### src/rtl/control_sequencer.sv
// ============================================================================
// Module   : control_sequencer
// Brief    : Hardwired control unit that steps fetch/decode/execute phases
//            T0..T5 for a register-register ALU instruction subset.
//            Optional macro MEM_WAIT_EN stretches T1 until mem_ready.
// Revision : 1.0 - initial release
// ============================================================================
`timescale 1ns/1ps
`default_nettype none

module control_sequencer (
    input  logic        clock,
    input  logic        clear,
    input  logic        run,
    input  logic [31:0] ir,
    input  logic        mem_ready,
    output logic        PCout,
    output logic        PCin,
    output logic        IncPC,
    output logic        MARin,
    output logic        MDRin,
    output logic        MDRout,
    output logic        Read,
    output logic        IRin,
    output logic        Yin,
    output logic        Zlowin,
    output logic        Zlowout,
    output logic        Gra,
    output logic        Grb,
    output logic        Grc,
    output logic        Rin,
    output logic        Rout,
    output logic [4:0]  alu_op,
    output logic        done,
    output logic        illegal,
    output logic [15:0] instr_count
);

    localparam logic [2:0] C_IDLE = 3'd0;
    localparam logic [2:0] C_T0   = 3'd1;
    localparam logic [2:0] C_T1   = 3'd2;
    localparam logic [2:0] C_T2   = 3'd3;
    localparam logic [2:0] C_T3   = 3'd4;
    localparam logic [2:0] C_T4   = 3'd5;
    localparam logic [2:0] C_T5   = 3'd6;

    localparam logic [4:0] C_OP_ADD = 5'b00011;
    localparam logic [4:0] C_OP_SUB = 5'b00100;
    localparam logic [4:0] C_OP_AND = 5'b00101;
    localparam logic [4:0] C_OP_OR  = 5'b00110;

    logic [2:0]  r_state;
    logic [2:0]  w_next_state;
    logic [15:0] r_instr_count;
    logic [4:0]  w_opcode;
    logic        w_legal;
    logic        w_t1_advance;
    logic        w_retire;

    assign w_opcode = ir[31:27];
    assign w_retire = (r_state == C_T5);

`ifdef MEM_WAIT_EN
    logic w_unused;
    assign w_unused     = &{1'b0, ir[26:0]};
    assign w_t1_advance = mem_ready;
`else
    logic w_unused;
    assign w_unused     = &{1'b0, ir[26:0], mem_ready};
    assign w_t1_advance = 1'b1;
`endif

    always_comb begin
        w_legal = 1'b0;
        case (w_opcode)
            C_OP_ADD, C_OP_SUB, C_OP_AND, C_OP_OR: w_legal = 1'b1;
            default:                               w_legal = 1'b0;
        endcase
    end

    always_ff @(posedge clock) begin
        if (clear) begin
            r_state <= C_IDLE;
        end else begin
            r_state <= w_next_state;
        end
    end

    // Written every cycle so the count register always reflects its own sum.
    always_ff @(posedge clock) begin
        if (clear) begin
            r_instr_count <= 16'h0000;
        end else begin
            r_instr_count <= r_instr_count + {15'd0, w_retire};
        end
    end

    assign instr_count = r_instr_count;

    always_comb begin
        w_next_state = C_IDLE;
        case (r_state)
            C_IDLE:  w_next_state = run ? C_T0 : C_IDLE;
            C_T0:    w_next_state = C_T1;
            C_T1:    w_next_state = w_t1_advance ? C_T2 : C_T1;
            C_T2:    w_next_state = C_T3;
            C_T3:    w_next_state = w_legal ? C_T4 : C_IDLE;
            C_T4:    w_next_state = C_T5;
            C_T5:    w_next_state = run ? C_T0 : C_IDLE;
            default: w_next_state = C_IDLE;
        endcase
    end

    always_comb begin
        PCout   = 1'b0;
        PCin    = 1'b0;
        IncPC   = 1'b0;
        MARin   = 1'b0;
        MDRin   = 1'b0;
        MDRout  = 1'b0;
        Read    = 1'b0;
        IRin    = 1'b0;
        Yin     = 1'b0;
        Zlowin  = 1'b0;
        Zlowout = 1'b0;
        Gra     = 1'b0;
        Grb     = 1'b0;
        Grc     = 1'b0;
        Rin     = 1'b0;
        Rout    = 1'b0;
        alu_op  = 5'b00000;
        done    = 1'b0;
        illegal = 1'b0;
        case (r_state)
            C_T0: begin
                PCout  = 1'b1;
                MARin  = 1'b1;
                IncPC  = 1'b1;
                Zlowin = 1'b1;
            end
            C_T1: begin
                Zlowout = 1'b1;
                PCin    = 1'b1;
                Read    = 1'b1;
                MDRin   = 1'b1;
            end
            C_T2: begin
                MDRout = 1'b1;
                IRin   = 1'b1;
            end
            C_T3: begin
                if (w_legal) begin
                    Grb  = 1'b1;
                    Rout = 1'b1;
                    Yin  = 1'b1;
                end else begin
                    illegal = 1'b1;
                end
            end
            C_T4: begin
                Grc    = 1'b1;
                Rout   = 1'b1;
                Zlowin = 1'b1;
                alu_op = w_opcode;
            end
            C_T5: begin
                Zlowout = 1'b1;
                Gra     = 1'b1;
                Rin     = 1'b1;
                done    = 1'b1;
            end
            default: begin
            end
        endcase
    end

endmodule

`default_nettype wire

### config.mk
export PLATFORM = sky130hd
export DESIGN_NAME = control_sequencer
export DESIGN_NICKNAME = d
export VERILOG_FILES = /design/src/rtl/control_sequencer.sv
export SDC_FILE = /design/constraint.sdc
export NUM_CORES = 1
export LEC_CHECK = 0
export ABC_AREA = 0
export CAP_MARGIN = 20
export CORE_ASPECT_RATIO = 1.4
export CORE_MARGIN = 4
export CORE_UTILIZATION = 33
export DETAILED_ROUTE_END_ITERATION = 10
export GPL_ROUTABILITY_DRIVEN = 0
export PLACE_DENSITY = 0.87
export SLEW_MARGIN = 20
export SYNTH_ARGS = -nofsm -noshare
export SYNTH_HDL_FRONTEND = slang
export SYNTH_SLANG_ARGS = --single-unit
### constraint.sdc
create_clock -name clock -period 3 [get_ports clock]
set_input_delay 0.45 -clock clock [delete_from_list [all_inputs] [get_ports clock]]
set_output_delay 0.45 -clock clock [all_outputs]
set_load 0.005 [all_outputs]
==> flow_summary.yaml <==
timing:
  finalHoldViolCount: 0
  setup_tns_ns: 0
  maxSlewViolCount: 0
  rsz_0062_raised_after_global_routing: "no"
  final.period_utilization_pct: 92.7
  achievable-frequency_mhz: 359
  finalCriticalPeriod_ns: 2.78
  fin_skew_ns: 0.00477
  finalSetupViolations: 0
  max_slew_margin_pct: 57.8
  worst-slew-pin-transition_ns: 0.631
clock_network:
  ctsResizeCount: 0
  cts_hold_buffers: 0
  cts.sink_count: 19
  clockBufferDepth: 2
  clk_root_buffer_cell: "sky130_fd_sc_hd__clkbuf_8"
  htree_num_levels: 1
  insertion_delay_ns: 0.26
  cts_setup_buffers: 0
  cts.clk_slew.worst_paths_ns: 0.07
  tritoncts: "built"
  cts_inserted_buffers: 3
floorplan:
  die-width_um: 54.5
  initial_core_util_pct: 34.7
  die-area_mm2: 0.00398
  std_cell_rows: 23
  boundaryPins: 75
  core_area_mm2: 0.00288
  die_h_um: 73.0
worst_setup_path:
  crit_fanout: 4
  reg2reg_slack_ns: 0.51
  crit_chain: "clkdlybuf4s50_1 > a21bo_2 > a211oi_1 > and3b_1 > clkdlybuf4s50_1"
  critPathSlowestCell: "sky130_fd_sc_hd__clkdlybuf4s50_1"
  cpPeakStageDelay_ns: 0.51
  crit_path_start: "ir[29]"
  worst_setup_path_start_kind: "input pin"
  worstRegToRegCells: 8
  timing.critical_path.mode_cell: "sky130_fd_sc_hd__clkdlybuf4s50_1"
  worst-setup-path-type: "input pin to output port"
  crit_arrival_ns: 2.33
  critical_path.reg2reg.startpoint: "r_state[1]"
  critical_path_buf_inv_count: 2
  timing.rr.end: "instr_count[14]"
  crit_family: "buffers and inverters"
  crit_path_required_time_ns: 2.55
  worstSetupEndpointType: "output port"
synth:
  synth_top_family_by_area: "simple AND/OR/NAND/NOR gates"
  synth_xor_area_share_pct: 10.5
  post_synth_fa_ha_maj_area_fraction_pct: 2.51
  synth.mux.area_fraction_pct: 1.00
  edff_count_synth: 0
  synth_cell_types: 35
  postSynthAreaPerCell_um2: 8.67
  synth_simple_gate_area_share_pct: 33.2
  netlist_area_um2: 997
  ys_warn_count: 0
  synth_compound_gate_area_share_pct: 6.52
  synth-seq-area-share_pct: 38.1
  syn-num-nets: 153
  yosys_most_used_dff: "sky130_fd_sc_hd__dfxtp_1"
  ys_async_sr_fraction_pct: 0
  ys_seq_elements: 19
  netlist_instances: 115
finish:
  fillCellCount: 266
  number_of_antenna_cells_inserted: 0
  layout.cells.non_filler: 190
  mostFrequentLayoutCells: "sky130_fd_sc_hd__clkdlybuf4s50_1, sky130_fd_sc_hd__dfxtp_1, sky130_fd_sc_hd__nor2_1"
  footprint_of_the_multi_input_gates_um2: 537
  nNetsFinal: 192
  layout-drive-gt1-share_pct: 7.19
  sequential_cell_area_um2: 380
  area_growth_syn_to_layout_pct: 48.1
  layout_commonest_cell: "sky130_fd_sc_hd__clkdlybuf4s50_1"
job:
  maxCapViolCount: 0
place:
  hpwl_after_dpl_um: 1930
  port_buffers: 46
  placedCellCount: 186
drt:
  drt_first_pass_iters: 2
  dr.first_iter.drc_count: 26
  routed_via_count: 926
  route.antenna.remaining_nets: 0
  vias_per_cell: 4.87
  totalWireLength_um: 2430
  drcViolationCount: 0
  routedWlPerCell_um: 12.8
power:
  leakage_nw: 0.539
  worst_ir_drop_vdd_mv: 0.178
  power.density_cell_area_mw_per_mm2: 336
global_route:
  grt_first_pass_wirelength_um: 3940
  grt_max_degree: 20
  first_global_vias: 894
  global_route.usage.total_pct: 13.2
  global_route.overflow_total: 0
  grt_antenna_before_repair: 0
run_status:
  status: "finished clean"
hold_path:
  cell_depth_of_the_worst_min_delay_path: 2
  whs_endpoint: "instr_count[15]"
  worst_min_delay_path_startpoint: "instr_count[15]"
  worst_hold_path_type: "flop to flop"
worst max-delay path by stage:
stage / to / slack [ns] / cells after the start
global route: Yin / 0.11 / 5
global placement: Yin / 0.25 / 5
finish: Yin / 0.22 / 5
CTS: Yin / 0.21 / 5
floorplan: instr_count[14] / 0.73 / 8
detailed placement: Yin / 0.21 / 5
report_power, final:
group	total (mW)	switching [mW]	leakage, nW	internal (mW)
sequential	0.261	0.00629	0.153	0.255
clock	0.180	0.0867	0.0217	0.0936
combinational	0.0540	0.0194	0.364	0.0345
worst min-delay path, cell delays in order (launching register included):
cell	delay [ns]
sky130_fd_sc_hd__dfxtp_1	0.32
sky130_fd_sc_hd__o31ai_1	0.06
sky130_fd_sc_hd__a21oi_1	0.05
metrics by stage:
stage | instance area, µm² | hold WS (ns) | util [%] | worst slack, ns | power [mW]
CTS | 1480 | 0.484 | 51.3 | 0.210 | 0.500
global route | 1480 | 0.504 | 51.3 | 0.108 | 0.515
finish | 1480 | 0.479 | 51.3 | 0.218 | 0.495
detailed placement | 1430 | 0.474 | 49.6 | 0.212 | 0.322
floorplan | 997 | 0.468 | - | 0.728 | 0.292
global placement | 1430 | 0.460 | 49.6 | 0.250 | 0.319
area by class of cell:
type	instances	share of cell area [%]
flip-flops and latches	19	25.8
repair buffers	46	31.2
multi-input cells	83	36.4
well taps	37	3.14
clock inverters	1	0.508
clock buffers	3	2.80
inverters	1	0.254
sequential cells by signal (all words and copies together) (netlist names):
register and count:
instr_count 16, r_state 3
Yosys cell counts (2+ instances only):
| master | instances | area share (%) |
|---|---|---|
| sky130_fd_sc_hd__buf_4 | 8 | 6.0 |
| sky130_fd_sc_hd__nand3_1 | 7 | 3.5 |
| sky130_fd_sc_hd__nor2_1 | 15 | 5.6 |
| sky130_fd_sc_hd__xor2_1 | 7 | 6.1 |
| sky130_fd_sc_hd__a21oi_1 | 3 | 1.5 |
| sky130_fd_sc_hd__or4_1 | 2 | 1.5 |
| sky130_fd_sc_hd__nand2_1 | 4 | 1.5 |
| sky130_fd_sc_hd__dfxtp_1 | 19 | 38 |
| sky130_fd_sc_hd__o31ai_1 | 2 | 1.5 |
| sky130_fd_sc_hd__nand4_1 | 3 | 1.9 |
| sky130_fd_sc_hd__and3_1 | 6 | 3.8 |
| sky130_fd_sc_hd__nor2b_1 | 7 | 4.4 |
| sky130_fd_sc_hd__xnor2_1 | 5 | 4.4 |
| sky130_fd_sc_hd__and2_1 | 2 | 1.3 |
| sky130_fd_sc_hd__nor3_1 | 3 | 1.5 |
| sky130_fd_sc_hd__ha_1 | 2 | 2.5 |
| sky130_fd_sc_hd__clkbuf_1 | 2 | 0.75 |
logic make-up (layout without fill, tap and decap cells):
group	Yosys count	count (layout)
mux	1	1
fa+ha+maj	2	2
simple gates	59	59
xor+xnor	12	12
compound gates	9	9
flops	19	19
buf+inv	13	51
metal layers:
metal	vias up	routed length, µm	track usage [%]
li1	467	-	-
met3	6	85	1.84
met1	431	978	14.5
met5	-	0	0
met4	0	51	6.65
met2	22	1310	23.7
Note: power is estimated with default switching activity, not from simulation.
